File: src/rtl/pipelined_divider_param.sv
// Fully pipelined restoring divider: one operation per cycle and one result
// per cycle, in order. Operand width is W and the sideband tag is TAG_W bits.
// Stages: S0 (operand magnitudes and flags), S1..SW (one quotient bit each,
// MSB first), SO (sign fix and special cases, registered onto the outputs).
// The whole pipe advances on en = !out_valid || out_ready, otherwise it holds.
module pipelined_divider_param #(
  parameter int W     = 16,
  parameter int TAG_W = 8
) (
  input  logic             clk,
  input  logic             rst,
  input  logic             in_valid,
  output logic             in_ready,
  input  logic             in_signed,
  input  logic [W-1:0]     in_dividend,
  input  logic [W-1:0]     in_divisor,
  input  logic [TAG_W-1:0] in_tag,
  output logic             out_valid,
  input  logic             out_ready,
  output logic [W-1:0]     out_quotient,
  output logic [W-1:0]     out_remainder,
  output logic [TAG_W-1:0] out_tag,
  output logic             out_div_zero,
  output logic             out_overflow
);

  localparam logic [W-1:0] MOST_NEG = {1'b1, {(W-1){1'b0}}};
  localparam logic [W-1:0] ALL_ONES = {W{1'b1}};

  // Contents of one pipeline stage. rq holds remainder (upper half) and
  // quotient (lower half); the quotient half initially holds the dividend
  // magnitude and is shifted out one bit per iteration stage.
  typedef struct packed {
    logic             v;
    logic [2*W-1:0]   rq;
    logic [W-1:0]     dmag;
    logic             neg_q;
    logic             neg_r;
    logic             dz;
    logic             ov;
    logic [TAG_W-1:0] tag;
  } stage_t;

  logic   en;
  stage_t stage_q [0:W];

  assign en       = !out_valid || out_ready;
  assign in_ready = en;

  // ---------------------------------------------------------------------
  // S0: magnitudes, sign flags, special-case detection
  // ---------------------------------------------------------------------
  logic   dividend_neg;
  logic   divisor_neg;
  stage_t s0_next;
  stage_t s0_reg;

  // Build the S0 contents from the input operation.
  always_comb begin
    dividend_neg  = in_signed && in_dividend[W-1];
    divisor_neg   = in_signed && in_divisor[W-1];
    s0_next.v     = in_valid;
    s0_next.rq    = {{W{1'b0}}, (dividend_neg ? -in_dividend : in_dividend)};
    s0_next.dmag  = divisor_neg ? -in_divisor : in_divisor;
    s0_next.neg_q = dividend_neg ^ divisor_neg;
    s0_next.neg_r = dividend_neg;
    s0_next.dz    = (in_divisor == '0);
    s0_next.ov    = in_signed && (in_dividend == MOST_NEG) && (in_divisor == ALL_ONES);
    s0_next.tag   = in_tag;
  end

  // S0 register: cleared by reset, loaded whenever the pipe advances.
  always_ff @(posedge clk) begin
    if (rst) begin
      s0_reg <= '0;
    end else if (en) begin
      s0_reg <= s0_next;
    end
  end

  assign stage_q[0] = s0_reg;

  // ---------------------------------------------------------------------
  // S1..SW: restoring iterations, one quotient bit per stage
  // ---------------------------------------------------------------------
  for (genvar gi = 1; gi <= W; gi++) begin : g_iter
    stage_t     cur;
    stage_t     nxt;
    stage_t     iter_reg;
    logic [W:0] trial;

    // Shift {rem, quo} left and try subtracting the divisor. The trial uses
    // the W+1-bit shifted remainder, so the bit shifted out of the remainder
    // half takes part in the comparison.
    always_comb begin
      cur   = stage_q[gi-1];
      trial = cur.rq[2*W-1:W-1] - {1'b0, cur.dmag};
      nxt   = cur;
      if (!trial[W]) begin
        nxt.rq = {trial[W-1:0], cur.rq[W-2:0], 1'b1};
      end else begin
        nxt.rq = {cur.rq[2*W-2:0], 1'b0};
      end
    end

    // Iteration stage register.
    always_ff @(posedge clk) begin
      if (rst) begin
        iter_reg <= '0;
      end else if (en) begin
        iter_reg <= nxt;
      end
    end

    assign stage_q[gi] = iter_reg;
  end

  // ---------------------------------------------------------------------
  // SO: sign fix and special-case override
  // ---------------------------------------------------------------------
  logic [W-1:0] q_raw;
  logic [W-1:0] r_raw;
  logic [W-1:0] q_fix;
  logic [W-1:0] r_fix;

  // Apply result signs, then override for divide-by-zero and overflow.
  // With a zero divisor every trial succeeds, so the remainder half ends up
  // holding the dividend magnitude; re-applying the dividend sign restores
  // the original dividend bit pattern.
  always_comb begin
    q_raw = stage_q[W].rq[W-1:0];
    r_raw = stage_q[W].rq[2*W-1:W];
    q_fix = stage_q[W].neg_q ? -q_raw : q_raw;
    r_fix = stage_q[W].neg_r ? -r_raw : r_raw;
    if (stage_q[W].dz) begin
      q_fix = ALL_ONES;
    end else if (stage_q[W].ov) begin
      q_fix = MOST_NEG;
      r_fix = '0;
    end
  end

  // Output registers; they hold while a result waits for out_ready.
  always_ff @(posedge clk) begin
    if (rst) begin
      out_valid     <= 1'b0;
      out_quotient  <= '0;
      out_remainder <= '0;
      out_tag       <= '0;
      out_div_zero  <= 1'b0;
      out_overflow  <= 1'b0;
    end else if (en) begin
      out_valid     <= stage_q[W].v;
      out_quotient  <= q_fix;
      out_remainder <= r_fix;
      out_tag       <= stage_q[W].tag;
      out_div_zero  <= stage_q[W].dz;
      out_overflow  <= stage_q[W].ov;
    end
  end

endmodule

File: config.mk
export PLATFORM = sky130hd
export DESIGN_NAME = pipelined_divider_param
export DESIGN_NICKNAME = d
export VERILOG_FILES = /design/src/rtl/pipelined_divider_param.sv
export SDC_FILE = /design/constraint.sdc
export NUM_CORES = 2
export LEC_CHECK = 0
export CAP_MARGIN = 20
export CORE_MARGIN = 5
export CORE_UTILIZATION = 48
export CTS_CLUSTER_SIZE = 14
export DETAILED_ROUTE_END_ITERATION = 7
export PLACE_DENSITY_LB_ADDON = 0.05
export SLEW_MARGIN = 15
export SYNTH_ARGS = -nofsm -noshare
export SYNTH_HDL_FRONTEND = slang
export SYNTH_SLANG_ARGS = --single-unit
File: constraint.sdc
create_clock -name clk -period 5.94 [get_ports clk]
set_input_delay 1.485 -clock clk [delete_from_list [all_inputs] [get_ports clk]]
set_output_delay 1.485 -clock clk [all_outputs]
set_load 0.1 [all_outputs]
# Word level (Yosys, flattened, before mapping)
# Index checks and enable logic that the tools add are counted.
# Widths: inputs -> output; s select.
[word_totals]
output_inout_bits = 44
regBits = 1048
[classes]
addsub = 20
eq_ne = 2
muxes = 24
n_bitwise = 1
n_reduce_logical = 7
[op_table]
columns = ["op", "n"]
rows = [
  ["$mux 32", 16],
  ["$sub 17x16->17", 15],
  ["$mux 16", 8],
  ["$neg 16->16", 4],
  ["$eq 16x16->1 const B", 2],
  ["$sub 1x16->17", 1],
  ["$logic_not 16->1", 1],
  ["$logic_and 1x1->1", 4],
  ["$logic_not 1->1", 1],
  ["$logic_or 1x1->1", 1],
  ["$xor 1x1->1", 1],
]

# Longest topological paths before layout
[logic_depth]
depth_word = 4
mapped_depth = 13
ltp_nobuf = 11

# Least setup slack after synthesis
# Ideal clock, no wire load.
[synth_timing]
kind = "input port to output port"
startpoint = "input out_ready"
endpoint = "output in_ready"
cell_stages = 5
required_ns = 4.455
path_slack_ns = 1.264
t_arrival_ns = 3.191
path_cell_list = "nor2b_1 -> inv_1 -> clkbuf_1 -> clkbuf_1 -> clkbuf_1"
[synth_between]
elab_chain_len = 1
[synth_lines]
columns = ["item", "line_no", "text"]
rows = [
  ["from (decl)", "19", "input logic out_ready,"],
  ["$logic_or 1x1->1", "47", "assign en = !out_valid || out_ready;"],
  ["to (decl)", "13", "output logic in_ready,"],
]
# No other way between the ends.

# Worst setup path in the final report
# Ends and elaborated chain as after synthesis.

==> results_tabular.tex <==
\begin{tabular}{lr}
\hline
Metric & Value \\
\hline
\multicolumn{2}{l}{\textbf{Floorplan}} \\
\quad Overall die area & 0.1130 mm\^{}2 \\
\quad Initial standard-cell utilization of the core & 48.43\% \\
\quad Die Y-Extent & 336.1 um \\
\quad Top-level I/O count & 89 \\
\quad Die width & 336.1 um \\
\quad Count of standard-cell rows & 119 \\
\quad Core ar. & 0.1054 mm\^{}2 \\
\multicolumn{2}{l}{\textbf{CTS}} \\
\quad CTS H-Tree Depth & 3 \\
\quad TritonCTS Buffers & 112 \\
\quad Number of post-CTS setup repair buffers & 0 \\
\quad Clock Sink Count & 1,048 \\
\quad CTS Root Cell & sky130\_fd\_sc\_hd\_\_clkbuf\_16 \\
\quad CTS tree & yes \\
\quad Clock Tree Buf Depth & 3 \\
\quad Clk Latency, worst-skew pair & 0.72 ns \\
\quad Number of gates given a new drive strength after cts & 0 \\
\quad Clock slew at reported path FFs & 0.06 ns \\
\quad Number of hold buffers added after cts & 0 \\
\multicolumn{2}{l}{\textbf{Worst hold path}} \\
\quad Class of the tightest hold or removal check & reg2reg \\
\multicolumn{2}{l}{\textbf{Worst setup path}} \\
\quad Reg2Reg Capture Point & g\_iter[8].iter\_reg[44] \\
\quad End point of the critical path & in\_ready \\
\quad Highest net fanout along the worst path & 60 \\
\quad Required time of the worst setup path & 4.45 ns \\
\quad R2R Setup Slk & 2.17 ns \\
\quad WP data arrival & 3.05 ns \\
\quad Worst Reg2Reg Path Length in Cells & 11 \\
\quad Sort of element at the start of the critical path & input port \\
\quad Crit Path Class & in2out \\
\quad Crit path capture type & output pin \\
\quad Startpoint of the worst-slack reg-to-reg timing path & g\_iter[7].iter\_reg[43] \\
\quad Crit path launch & out\_ready \\
\multicolumn{2}{l}{\textbf{Placed design}} \\
\quad Number of buffers added on ports & 88 \\
\quad Last weighted congestion value of the routability-driven placer & 0.8551 \\
\quad Pre-CTS setup slack & 1.421 ns \\
\quad Detailed Place HPWL & 87,880 um \\
\quad Dpl cells & 7,679 \\
\multicolumn{2}{l}{\textbf{Synth}} \\
\quad Mapped cell area & 0.05105 mm\^{}2 \\
\quad EDFF count, synth & 0 \\
\quad Post-synthesis sequential element count & 1,048 \\
\quad Proportion of synthesized flip-flops having asynchronous set or reset & 0\% \\
\quad Mapped Avg Cell Area & 7.792 um\^{}2 \\
\quad Syn Inst Count & 6,552 \\
\quad Area share of the largest cell type after synthesis & 41.10\% \\
\quad Cell type contributing the most total cell area after synthesis & sky130\_fd\_sc\_hd\_\_dfxtp\_1 \\
\quad Count of unique library cells instantiated by Yosys & 101 \\
\quad Dominant synthesized flop cell & sky130\_fd\_sc\_hd\_\_dfxtp\_1 \\
\quad Total of warnings raised by yosys & 0 \\
\quad Top cells by area in the synthesized netlist & sky130\_fd\_sc\_hd\_\_dfxtp\_1 (41\%), sky130\_fd\_sc\_hd\_\_nand2\_1 (12\%), sky130\_fd\_sc\_hd\_\_a21oi\_1 (9.5\%), sky130\_fd\_sc\_hd\_\_ha\_1 (6.1\%), sky130\_fd\_sc\_hd\_\_mux2i\_1 (2.9\%) \\
\quad Proportion of synthesized chip area in sequential cells & 41.10\% \\
\quad Syn\_nets & 6,859 \\
\multicolumn{2}{l}{\textbf{Layout}} \\
\quad Number of nets in the finished design & 6,710 \\
\quad Number of flip-flops under the largest register name & 899 \\
\quad Layout cell share with drive strength beyond 1 & 4.573\% \\
\quad Final instance count without filler cells & 7,886 \\
\quad Number of diodes added for antenna fixing & 0 \\
\quad Final Util & 53.74\% \\
\quad Growth of design area from synthesis to finish & 10.97\% \\
\multicolumn{2}{l}{\textbf{Flow run}} \\
\quad Count of max-cap constraint violations & 0 \\
\multicolumn{2}{l}{\textbf{Pwr}} \\
\quad Static leakage & 20.83 nW \\
\quad Power density over cell area & 426.0 mW/mm\^{}2 \\
\quad Worst supply voltage drop on vdd & 287.7 uV \\
\multicolumn{2}{l}{\textbf{Timing}} \\
\quad Endpoints failing hold & 0 \\
\quad RSZ-0062 raised after global routing & false \\
\quad Setup TNS after final layout & 0 ns \\
\quad Headroom to the max-slew limit & 24.71\% \\
\quad Setup-violating endpoint count in the final report & 0 \\
\quad Max-slew violation count & 0 \\
\quad Final cycle utilization of the critical path & 76.42\% \\
\quad Final critical-path required period & 4.539 ns \\
\quad Transition time of the tightest slew-check pin & 1.126 ns \\
\quad Worst-case setup margin in the final layout & 1.401 ns \\
\quad Clock skew after layout & 0.02119 ns \\
\quad Highest clock rate & 220.3 MHz \\
\multicolumn{2}{l}{\textbf{Global route}} \\
\quad Antenna violations before repair & 1 \\
\quad Total overflow reported by the global router & 0 \\
\quad Overall fraction of global-route tracks in use & 22.44\% \\
\quad Via count of the first global-routing pass & 39,260 \\
\quad Pin count of the biggest net entering global routing & 208 \\
\quad First-pass GRT wire length & 211,300 um \\
\multicolumn{2}{l}{\textbf{Route}} \\
\quad WL final & 131,200 um \\
\quad DR vias/cell & 5.456 \\
\quad 1st-pass router iterations & 5 \\
\quad Iteration-0 DRC Markers & 2,875 \\
\quad Antenna-violating nets left & 0 \\
\quad Via count & 43,030 \\
\quad DR DRC count & 0 \\
\quad Per-cell routed wire length & 16.64 um \\
\multicolumn{2}{l}{\textbf{Status}} \\
\quad Status & complete, no violations \\
\hline
\end{tabular}
worst min path at each step:
stage / start / to / cells past startpoint / slack [ns]
2_1_floorplan: g_iter[10].cur[43] / g_iter[10].cur[43] / 2 / 0.43
3_3_place_gp: g_iter[8].iter_reg[2] / g_iter[8].iter_reg[2] / 2 / 0.44
3_5_place_dp: g_iter[15].iter_reg[7] / g_iter[15].iter_reg[7] / 2 / 0.44
4_1_cts: g_iter[13].iter_reg[33] / g_iter[14].iter_reg[34] / 2 / 0.45
5_1_grt: g_iter[10].iter_reg[32] / g_iter[11].iter_reg[33] / 2 / 0.46
6_report: g_iter[14].iter_reg[41] / g_iter[15].iter_reg[42] / 2 / 0.45
per-stage QoR:
step / hold slack (ns) / power (W) / instance area [um^2]
after floorplan: 0.4319 / 0.01516 / 51050
after global placement: 0.4375 / 0.01670 / 52640
after detailed placement: 0.4434 / 0.01680 / 52660
after CTS: 0.4514 / 0.02426 / 56630
after global routing: 0.4611 / 0.02559 / 56650
final: 0.4468 / 0.02413 / 56650
synthesized netlist by cell type (19+ instances only):
| cell | number |
|---|---|
| sky130_fd_sc_hd__inv_1 | 319 |
| sky130_fd_sc_hd__a21o_1 | 50 |
| sky130_fd_sc_hd__ha_1 | 247 |
| sky130_fd_sc_hd__and3_1 | 32 |
| sky130_fd_sc_hd__nor2_1 | 357 |
| sky130_fd_sc_hd__o21a_1 | 66 |
| sky130_fd_sc_hd__buf_2 | 21 |
| sky130_fd_sc_hd__a311oi_1 | 19 |
| sky130_fd_sc_hd__o31ai_1 | 30 |
| sky130_fd_sc_hd__mux2i_1 | 146 |
| sky130_fd_sc_hd__nand2_1 | 1625 |
| sky130_fd_sc_hd__nor4_1 | 31 |
| sky130_fd_sc_hd__a21oi_1 | 964 |
| sky130_fd_sc_hd__xnor2_1 | 129 |
| sky130_fd_sc_hd__a211oi_1 | 121 |
| sky130_fd_sc_hd__xor2_1 | 79 |
| sky130_fd_sc_hd__or3_1 | 29 |
| sky130_fd_sc_hd__a31oi_1 | 35 |
| sky130_fd_sc_hd__nor2b_1 | 53 |
| sky130_fd_sc_hd__a22oi_1 | 19 |
| sky130_fd_sc_hd__o31a_1 | 28 |
| sky130_fd_sc_hd__clkbuf_1 | 348 |
| sky130_fd_sc_hd__o211ai_1 | 20 |
| sky130_fd_sc_hd__nor3_1 | 97 |
| sky130_fd_sc_hd__nand4_1 | 20 |
| sky130_fd_sc_hd__nand3_1 | 40 |
| sky130_fd_sc_hd__dfxtp_1 | 1048 |
| sky130_fd_sc_hd__o21ai_0 | 263 |
| sky130_fd_sc_hd__nand2b_1 | 33 |
layout by cell type (no fill, tap or decap), types with 31 or more instances in the layout:
cell and count:
sky130_fd_sc_hd__clkdlybuf4s50_1 82, sky130_fd_sc_hd__xor2_1 76, sky130_fd_sc_hd__and3_1 32, sky130_fd_sc_hd__xnor2_1 128, sky130_fd_sc_hd__nor4_1 31, sky130_fd_sc_hd__nor3_1 97
sky130_fd_sc_hd__nor2b_1 52, sky130_fd_sc_hd__nand2b_1 33, sky130_fd_sc_hd__mux2i_1 146, sky130_fd_sc_hd__o21a_1 66, sky130_fd_sc_hd__a21oi_1 963, sky130_fd_sc_hd__nor2_1 355
sky130_fd_sc_hd__inv_1 318, sky130_fd_sc_hd__nand2_1 1624, sky130_fd_sc_hd__clkbuf_16 112, sky130_fd_sc_hd__nand3_1 40, sky130_fd_sc_hd__a31oi_1 35, sky130_fd_sc_hd__o21ai_0 263
sky130_fd_sc_hd__ha_1 247, sky130_fd_sc_hd__a21o_1 50, sky130_fd_sc_hd__dfxtp_1 1048, sky130_fd_sc_hd__a211oi_1 121
metal layers:
layer  part of all wire (%)  global-route usage [%]
met5                      0                       0
met2                     46                   36.86
met3                    3.3                   2.778
met4                    2.0                   4.949
met1                     48                   31.83
cells by family after synthesis:
kind of cell / count (synthesis) / share of synthesized area (%)
flip-flops: 1048 / 41.10
multiplexers: 147 / 2.885
XOR/XNOR: 213 / 3.772
AO/OA/AOI/OAI: 1795 / 20.95
buffers and inverters: 712 / 5.426
AND/OR/NAND/NOR: 2375 / 19.23
adder cells (fa/ha/maj): 262 / 6.642
layout make-up:
class / instances / area [um^2]
Clock buffer: 155 / 3254
Clock inverter: 51 / 718.2
Fill cell: 10360 / 48760
Inverter: 320 / 1210
Multi-Input combinational cell: 4792 / 27370
Sequential cell: 1048 / 20980
Tap cell: 1391 / 1740
Timing Repair Buffer: 129 / 1380
report_power, final:
| group | leakage [nW] | switching [W] | internal [W] | total (W) |
|---|---|---|---|---|
| clock network | 1.93 | 0.00304 | 0.00434 | 0.00738 |
| registers | 8.50 | 0.000450 | 0.00758 | 0.00803 |
| logic | 10.4 | 0.00489 | 0.00383 | 0.00872 |
worst max-delay path, stage by stage:
cell and delay (ns):
sky130_fd_sc_hd__clkdlybuf4s50_1 0.54, sky130_fd_sc_hd__nor2b_4 0.46, sky130_fd_sc_hd__inv_8 0.29, sky130_fd_sc_hd__buf_12 0.25
Power figures use the tool's default switching activity.
